`src/rtl/serial_subtractor_pkg.sv`:
```
// Shared types and constants for the bit-serial subtractor.
// Word width, FSM state encoding and the packed result-flag bundle.
package serial_subtractor_pkg;

   localparam int unsigned HACK_WORD_WIDTH = 16;

   typedef enum logic [1:0] {
      SS_IDLE = 2'd0,
      SS_RUN  = 2'd1,
      SS_DONE = 2'd2
   } ss_state_e;

   typedef struct packed {
      logic borrow;
      logic ovf;
      logic zr;
      logic ng;
   } ss_flags_t;

   // Bit counter must hold WIDTH-1 with one spare bit of headroom.
   function automatic int unsigned ss_cnt_width(input int unsigned width);
      return $clog2(width) + 1;
   endfunction

endpackage

```
`src/rtl/serial_subtractor_if.sv`:
```
// Request/result bundle for the serial subtractor.
// The master issues operands and start; the slave returns status and result.
interface serial_subtractor_if #(
   parameter int unsigned WIDTH = serial_subtractor_pkg::HACK_WORD_WIDTH
) ();

   logic             start;
   logic [WIDTH-1:0] a;
   logic [WIDTH-1:0] b;
   logic             busy;
   logic             done;
   logic [WIDTH-1:0] diff;
   logic             borrow;
   logic             ovf;
   logic             zr;
   logic             ng;

   modport master (
      output start, a, b,
      input  busy, done, diff, borrow, ovf, zr, ng
   );

   modport slave (
      input  start, a, b,
      output busy, done, diff, borrow, ovf, zr, ng
   );

endinterface

```
`src/rtl/serial_subtractor_full_subtractor.sv`:
```
// One-bit full subtractor cell: d = a - b - bin, with borrow-out.
module full_subtractor (
   input  logic a,
   input  logic b,
   input  logic bin,
   output logic d,
   output logic bout
);

   assign d    = a ^ b ^ bin;
   assign bout = (~a & b) | (~(a ^ b) & bin);

endmodule

```
`src/rtl/serial_subtractor.sv`:
```
// Bit-serial word subtractor (diff = a - b), LSB-first, one bit per clock.
// A single full-subtractor cell is reused each cycle with its borrow held in a flop.
module serial_subtractor
   import serial_subtractor_pkg::*;
#(
   parameter int unsigned WIDTH = HACK_WORD_WIDTH
) (
   input  logic                clk,
   input  logic                rst_n,
   serial_subtractor_if.slave  bus
);

   localparam int unsigned CW = ss_cnt_width(WIDTH);

   ss_state_e        state_q, state_d;
   logic [CW-1:0]    cnt_q, cnt_d;
   logic [WIDTH-1:0] a_sh_q, a_sh_d;
   logic [WIDTH-1:0] b_sh_q, b_sh_d;
   logic [WIDTH-1:0] res_q, res_d;
   logic             bin_q, bin_d;
   logic [WIDTH-1:0] diff_q, diff_d;
   ss_flags_t        flags_q, flags_d;
   logic             busy_q, busy_d;
   logic             done_q, done_d;

   logic             load_c;
   logic             shift_c;
   logic             last_c;
   logic             ai_c, bi_c, d_c, bout_c;

   assign last_c = (cnt_q == CW'(WIDTH - 1));
   assign ai_c   = a_sh_q[0];
   assign bi_c   = b_sh_q[0];

   full_subtractor u_fs (
      .a    (ai_c),
      .b    (bi_c),
      .bin  (bin_q),
      .d    (d_c),
      .bout (bout_c)
   );

   // FSM state register
   always_ff @(posedge clk or negedge rst_n) begin
      if (!rst_n) begin
         state_q <= SS_IDLE;
      end else begin
         state_q <= state_d;
      end
   end

   // FSM next-state logic
   always_comb begin
      state_d = state_q;
      unique case (state_q)
         SS_IDLE: if (bus.start) state_d = SS_RUN;
         SS_RUN:  if (last_c)    state_d = SS_DONE;
         SS_DONE: state_d = bus.start ? SS_RUN : SS_IDLE;
         default: state_d = SS_IDLE;
      endcase
   end

   // FSM outputs: datapath strobes and next busy/done
   always_comb begin
      load_c  = 1'b0;
      shift_c = 1'b0;
      busy_d  = 1'b0;
      done_d  = 1'b0;
      unique case (state_q)
         SS_IDLE, SS_DONE: begin
            if (bus.start) begin
               load_c = 1'b1;
               busy_d = 1'b1;
            end
         end
         SS_RUN: begin
            shift_c = 1'b1;
            busy_d  = ~last_c;
            done_d  = last_c;
         end
         default: ;
      endcase
   end

   // Datapath next state; visible outputs only move on the final bit
   always_comb begin
      cnt_d   = cnt_q;
      a_sh_d  = a_sh_q;
      b_sh_d  = b_sh_q;
      res_d   = res_q;
      bin_d   = bin_q;
      diff_d  = diff_q;
      flags_d = flags_q;
      if (load_c) begin
         cnt_d  = '0;
         a_sh_d = bus.a;
         b_sh_d = bus.b;
         res_d  = '0;
         bin_d  = 1'b0;
      end else if (shift_c) begin
         cnt_d  = cnt_q + CW'(1);
         a_sh_d = {1'b0, a_sh_q[WIDTH-1:1]};
         b_sh_d = {1'b0, b_sh_q[WIDTH-1:1]};
         res_d  = {d_c, res_q[WIDTH-1:1]};
         bin_d  = bout_c;
         if (last_c) begin
            diff_d         = res_d;
            flags_d.borrow = bout_c;
            flags_d.ovf    = (ai_c ^ bi_c) & (ai_c ^ d_c);
            flags_d.zr     = (res_d == '0);
            flags_d.ng     = d_c;
         end
      end
   end

   always_ff @(posedge clk or negedge rst_n) begin
      if (!rst_n) begin
         cnt_q   <= '0;
         a_sh_q  <= '0;
         b_sh_q  <= '0;
         res_q   <= '0;
         bin_q   <= 1'b0;
         diff_q  <= '0;
         flags_q <= '0;
         busy_q  <= 1'b0;
         done_q  <= 1'b0;
      end else begin
         cnt_q   <= cnt_d;
         a_sh_q  <= a_sh_d;
         b_sh_q  <= b_sh_d;
         res_q   <= res_d;
         bin_q   <= bin_d;
         diff_q  <= diff_d;
         flags_q <= flags_d;
         busy_q  <= busy_d;
         done_q  <= done_d;
      end
   end

   assign bus.busy   = busy_q;
   assign bus.done   = done_q;
   assign bus.diff   = diff_q;
   assign bus.borrow = flags_q.borrow;
   assign bus.ovf    = flags_q.ovf;
   assign bus.zr     = flags_q.zr;
   assign bus.ng     = flags_q.ng;

endmodule

```
`src/flat_wrapper.sv`:
```
// flat-port wrapper written by rule: the top's interface ports become plain ports
module serial_subtractor_flat import serial_subtractor_pkg::*;
#(
   parameter int unsigned WIDTH = HACK_WORD_WIDTH
)
  (clk, rst_n, bus_start, bus_a, bus_b, bus_busy, bus_done, bus_diff, bus_borrow, bus_ovf, bus_zr, bus_ng);
  serial_subtractor_if #(.WIDTH(WIDTH)) bus_i ();
  input  logic clk;
  input  logic rst_n;
  input wire logic [$bits(bus_i.start)-1:0] bus_start;
  input wire logic [$bits(bus_i.a)-1:0] bus_a;
  input wire logic [$bits(bus_i.b)-1:0] bus_b;
  output wire logic [$bits(bus_i.busy)-1:0] bus_busy;
  output wire logic [$bits(bus_i.done)-1:0] bus_done;
  output wire logic [$bits(bus_i.diff)-1:0] bus_diff;
  output wire logic [$bits(bus_i.borrow)-1:0] bus_borrow;
  output wire logic [$bits(bus_i.ovf)-1:0] bus_ovf;
  output wire logic [$bits(bus_i.zr)-1:0] bus_zr;
  output wire logic [$bits(bus_i.ng)-1:0] bus_ng;
  assign bus_i.start = bus_start;
  assign bus_i.a = bus_a;
  assign bus_i.b = bus_b;
  assign bus_busy = bus_i.busy;
  assign bus_done = bus_i.done;
  assign bus_diff = bus_i.diff;
  assign bus_borrow = bus_i.borrow;
  assign bus_ovf = bus_i.ovf;
  assign bus_zr = bus_i.zr;
  assign bus_ng = bus_i.ng;
  serial_subtractor #(.WIDTH(WIDTH)) u_core (.clk(clk), .rst_n(rst_n), .bus(bus_i));
endmodule
```
`config.mk`:
```
export PLATFORM = sky130hd
export DESIGN_NAME = serial_subtractor_flat
export DESIGN_NICKNAME = d
export VERILOG_FILES = /design/src/rtl/serial_subtractor_pkg.sv /design/src/rtl/serial_subtractor_if.sv /design/src/rtl/serial_subtractor_full_subtractor.sv /design/src/rtl/serial_subtractor.sv /design/src/flat_wrapper.sv
export SDC_FILE = /design/constraint.sdc
export NUM_CORES = 1
export LEC_CHECK = 0
export CAP_MARGIN = 20
export CORE_MARGIN = 2
export CORE_UTILIZATION = 40
export CTS_BUF_LIST = sky130_fd_sc_hd__clkbuf_2 sky130_fd_sc_hd__clkbuf_4 sky130_fd_sc_hd__clkbuf_8
export DETAILED_ROUTE_END_ITERATION = 6
export RECOVER_POWER = 50
export SETUP_SLACK_MARGIN = 0.1
export SLEW_MARGIN = 20
export SYNTH_ARGS = -nofsm -noshare
export SYNTH_HDL_FRONTEND = slang
export SYNTH_SLANG_ARGS = --single-unit
```
`constraint.sdc`:
```
create_clock -name clk -period 2.9 [get_ports clk]
set_input_delay 0.58 -clock clk [delete_from_list [all_inputs] [get_ports clk]]
set_output_delay 0.58 -clock clk [all_outputs]
set_load 0.01 [all_outputs]
```
== After elaboration in Yosys (flattened, before gate mapping) ==
Index checks and enable logic that the tools add are counted.
Widths: inputs -> output; s select.

* $add $sub $neg: 1
* Equality and inequality tests: 5
* Muxes and demuxes: 19
* Bitwise gates (word level): 11
* Reductions and logical operators: 6

{| class="wikitable"
|+ Operator list
! cell !! number
|-
| $mux 16 || 6
|-
| $logic_not 16->1 || 1
|-
| $mux 5 || 2
|-
| $mux 1 || 7
|-
| $pmux 2 s3 || 1
|-
| $add 5x1->5 const B || 1
|-
| $eq 5x4->1 const B || 1
|-
| $mux 2 || 2
|-
| $not 1->1 || 4
|-
| $and 1x1->1 || 3
|-
| $reduce_and 3->1 || 1
|-
| $xor 1x1->1 || 3
|-
| $eq 2x1->1 const B || 1
|-
| $eq 2x2->1 const B || 1
|-
| $logic_not 2->1 || 1
|-
| $ne 2x1->1 const B || 1
|-
| $ne 2x2->1 const B || 1
|-
| $pmux 1 s2 || 1
|-
| $reduce_and 2->1 || 1
|-
| $reduce_bool 2->1 || 1
|-
| $reduce_or 2->1 || 1
|-
| $or 1x1->1 || 1
|}

* Bits in registers: 78
* Input port bits: 35
* Output and inout port bits: 22
* Logic and storage cells: 55

== Longest topological paths before layout ==
* Word-level depth: 6
* Mapped depth: 7
* Depth with buffers taken out: 6

== Hierarchy ==
From an unflattened synthesis, not the netlist that was laid out.

* Cells, all modules: 290
* Area, all modules: 3160.5 µm²

{| class="wikitable"
|+ Modules (own cells, without submodules)
! module !! times used !! cells each !! area each (µm²) !! seq. area each (µm²)
|-
| serial_subtractor || 1 || 286 || 3129.3 || 1901.8
|-
| full_subtractor || 1 || 4 || 31.3 || 0.0
|}

== Worst setup path before layout ==
No wires, ideal clock.

* Path type: register to register
* From: register u_core.cnt_q[0]
* To: register u_core.diff_q[10], in the netlist u_core.bus.diff[10]
* Setup time: 0.125 ns
* Arrival: 1.663 ns
* Data required time: 2.775 ns
* Setup slack: 1.112 ns
* Cell stages (with the launch flop): 7
* Path buffers: 1
* Clock period less this slack: 1.788 ns
* Path through: dfrtp_1 > ha_1 > and3_1 > ha_1 > nand3b_2 > buf_2 > mux2_2

* Word-level cells in the longest chain between the ends: 2

{| class="wikitable"
|+ Ends and longest elaborated chain
! element !! line !! source
|-
| start, declared || serial_subtractor.sv:16 || <nowiki>logic [CW-1:0] cnt_q, cnt_d;</nowiki>
|-
| start signal, assigned || serial_subtractor.sv:128 || <nowiki>cnt_q <= cnt_d;</nowiki>
|-
| $eq 5x4->1 || serial_subtractor.sv:31 || <nowiki>assign last_c = (cnt_q == CW'(WIDTH - 1));</nowiki>
|-
| $reduce_and 3->1 (no source line) || - ||
|-
| end signal, assigned || serial_subtractor.sv:133 || <nowiki>diff_q <= diff_d;</nowiki>
|-
| end, declared || serial_subtractor.sv:21 || <nowiki>logic [WIDTH-1:0] diff_q, diff_d;</nowiki>
|}

Every way passes these cells.
A chain may end at the register's enable or synchronous reset.

== Final worst setup path ==
* From: register u_core.state_q[0]
* To: register u_core.a_sh_q[10]

* Word-level cells in the longest chain between the ends: 4
* Elaborated cells between the ends (all ways): 8
* Classes of those cells: eq/ne: 2; mux: 3; reduce/logical: 3

{| class="wikitable"
|+ Ends and longest elaborated chain
! element !! line !! source
|-
| start, declared || serial_subtractor.sv:15 || <nowiki>ss_state_e state_q, state_d;</nowiki>
|-
| start signal, assigned || serial_subtractor.sv:48 || <nowiki>state_q <= state_d;</nowiki>
|-
| $eq 2x2->1 or $logic_not 2->1 (tied branches) || serial_subtractor.sv:69 || <nowiki>unique case (state_q)</nowiki>
|-
| $reduce_or 2->1 || serial_subtractor.sv:69 ||
|-
| $mux 1 || serial_subtractor.sv:69 ||
|-
| $mux 16 or $reduce_bool 2->1 (tied branches) || - ||
|-
| end signal, assigned || serial_subtractor.sv:129 || <nowiki>a_sh_q <= a_sh_d;</nowiki>
|-
| end, declared || serial_subtractor.sv:17 || <nowiki>logic [WIDTH-1:0] a_sh_q, a_sh_d;</nowiki>
|}

Parallel ways exist; a longest one is shown, timed or not.

==> impl_results.md <==
* CTS Hold Bufs at 0
* CTS Buffer Depth at 2
* Num CTS Buffers at 9
* Syn Inst Count at 288
* HPWL Detailed at roughly 4.0 mm
* Number of cell rows at 32
* Fin area at 3980 µm²
* Global-route wire length before repair at 10.7 mm
* Total number of vias at 2277
* RSZ-0062 raised after global routing: false
* Crit path launch: u_core.state_q[0]$_DFFE_PN0P_
* Rel. slew slack at -0.245
* I/O Buffers at 56
* Count of warnings emitted by yosys at 0
* Worst Max-Slew Pin Slew at 1870 ps
* Nets at 377
* Violated checks: max-capacitance violations, max-slew violations
* Antenna-violating nets left at 0
* Syn Area/Cell at ~11 µm²
* Syn-to-layout area delta at 26.0%
* Min-delay src: u_core.cnt_q[3]$_DFFE_PN0P_
* Worst setup margin at 767 ps
* CP required at 3160 ps
* Worst IR Drop VDD at 0.510 mV
* Worst-path fanout max at 19
* Drt initial violations at 90
* Diode count at 0
* H-Tree Depth at 3
* Placed Area at about 3800 µm²
* Slew Limit Fails at 77
* Post-synthesis sequential area ratio at 0.602
* GR Util All Layers at 0.158
* CTS sink cnt at 76
* Routed len/inst at 14.2 µm
* Pin count of the biggest net entering global routing at 77
* Number of synthesized register bits at 76
* R2r setup slk at 770 ps
* Fmax at 469 MHz
* Place WS at 628 ps
* CTS tree: done
* Min cycle time layout at 2130 ps
* WL final at 6.33 mm
* Clk slew on worst S/H paths at approximately 80 ps
* CP startpoint kind: flop
* Grt total ovfl at 0
* Clk_lat worst skew at 350 ps
* Residual DRC at 0
* TNS Setup at 0 ps
* Hold Crit Class: flop to flop
* Run status: finished, violations left
* I/O Pins at 57
* Final Hold Fails at 0
* CP Class: flop to flop
* R2r startpoint: u_core.state_q[0]$_DFFE_PN0P_
* Die area at approximately 8600 µm²
* Post-CTS sizing at 0
* Worst reg2reg endpoint: u_core.a_sh_q[10]$_DFFE_PN0P_
* Hold Path Sink: u_core.cnt_q[3]$_DFFE_PN0P_
* Initial Util at 0.411
* Die Wd at 92.9 µm
* Final setup viols at 0
* Leakage at about 0.0018 µW
* Vias in the first global route at 2206
* Power per cell area at 1140 nW/µm²
* Layout cells sized above 1 at 0.117
* Skew final at 11.5 ps
* Core Box Area at 7690 µm²
* Syn Nets at about 330
* GPL Wtd Cong at 0.718
* Yosys cell types at 30
* Via density per instance at 5.12
* Clk root buf: clkbuf_8
* Worst hold path depth at 1
* Die H at roughly 93 µm
* Max cap viols at 1
* Post-route clock period utilization at 0.735
* Hold_ws at roughly 470 ps
* Initial DRT Pass Iterations at 4
* Synth Cell Area at ~3200 µm²
* CP Capture Type: flop
* R2r worst-path depth at 4
* Post-CTS Setup Bufs at 0
* Initial antenna violation count at 0
* CP arrival at 2400 ps
## state kept, by name (all words and copies together) (netlist names), 2 cells and up
| signal | count |
|---|---|
| u_core.a_sh_q | 16 |
| u_core.b_sh_q | 16 |
| u_core.bus.diff | 16 |
| u_core.res_q | 15 |
| u_core.cnt_q | 5 |
| u_core.state_q | 2 |
## layout make-up
cell class,instances,area [µm²]
Fill cell,741,3700
Clock buffer,10,138
Tap cell,102,128
Inverter,4,15.0
Sequential cell,76,1900
Multi-Input combinational cell,185,1120
Timing Repair Buffer,62,593
Clock inverter,6,87.6
## metal layers
layer	track usage	vias up	part of all wire
met2	0.228	42	0.46
met5	0	-	0
met3	0.0561	7	0.042
li1	-	1092	-
met1	0.220	1136	0.48
met4	0.0576	0	0.015
## synthesized netlist by cell type (all sizes together)
master / n / share of area
o21ai: 5 / 0.0079
a22oi: 2 / 0.0047
mux2: 17 / 0.061
nand4: 2 / 0.0040
and2b: 1 / 0.0024
nor2b: 1 / 0.0020
xor2: 1 / 0.0028
and3: 1 / 0.0020
fa: 1 / 0.0063
nand3b: 1 / 0.0036
a22o: 18 / 0.050
o2bb2ai: 2 / 0.0055
ha: 3 / 0.012
nor2: 28 / 0.033
nor3: 1 / 0.0016
nand2b: 2 / 0.0040
o31ai: 1 / 0.0024
a31oi: 27 / 0.053
nand3: 3 / 0.0047
nand2: 61 / 0.072
mux2i: 2 / 0.0063
dfrtp: 76 / 0.60
inv: 4 / 0.0047
nor4: 3 / 0.0059
clkbuf: 5 / 0.0059
a221o: 1 / 0.0032
nor4b: 1 / 0.0028
buf: 18 / 0.034
## worst max-delay path by stage
stage | slack [ps] | endpoint | cells after the start
6_report | 770 | u_core.a_sh_q[10]$_DFFE_PN0P_ | 4
5_1_grt | 510 | u_core.a_sh_q[10]$_DFFE_PN0P_ | 4
4_1_cts | 810 | u_core.bus.diff[4]$_DFFE_PN0P_ | 5
3_5_place_dp | 630 | u_core.a_sh_q[10]$_DFFE_PN0P_ | 5
3_3_place_gp | 660 | u_core.a_sh_q[10]$_DFFE_PN0P_ | 5
2_1_floorplan | 1110 | u_core.bus.diff[10]$_DFFE_PN0P_ | 6
## logic make-up (layout without fill, tap and decap cells)
| group | count (synthesis) | after routing | synth area share |
|---|---|---|---|
| simple gates | 105 | 105 | 0.139 |
| fa+ha+maj | 4 | 4 | 0.0182 |
| flops | 76 | 76 | 0.602 |
| compound gates | 56 | 56 | 0.127 |
| buf+inv | 27 | 82 | 0.0447 |
| xor+xnor | 1 | 1 | 0.00277 |
| mux | 19 | 19 | 0.0669 |
## worst max-delay path, cell delays in order (launching register included)
cell and delay (ps):
dfrtp_1 420, and2b_1 590, clkbuf_1 710, nand2_1 110, a31oi_1 200
## stage by stage
step / power, µW / util / instances
2_1_floorplan: 3080 / - / 288
3_3_place_gp: 3630 / 0.490 / 429
6_report: 4540 / 0.518 / 445
5_1_grt: 4890 / 0.518 / 445
3_5_place_dp: 3680 / 0.490 / 429
4_1_cts: 4610 / 0.519 / 445
## report_power, final
| part | leakage (µW) | switching, µW | internal, µW |
|---|---|---|---|
| sequential | 0.000936 | 325 | 1570 |
| clock | 0.000116 | 398 | 508 |
| combinational | 0.000727 | 861 | 873 |
| total | 0.00178 | 1580 | 2950 |
## cells in the final DEF (no fill, tap or decap), drive strengths merged, types with 2 or more instances in the layout
master          n
clkinv          4
nor2           28
clkbuf         13
dfrtp          76
inv             4
a31oi          27
clkdlybuf4s50  54
nand3           3
nand2b          2
mux2i           2
ha              3
a22oi           2
o21ai           5
nand4           2
mux2           17
nor4            3
buf             4
a22o           18
nand2          61
bufinv          2
o2bb2ai         2
Note: power is estimated with default switching activity, not from simulation.
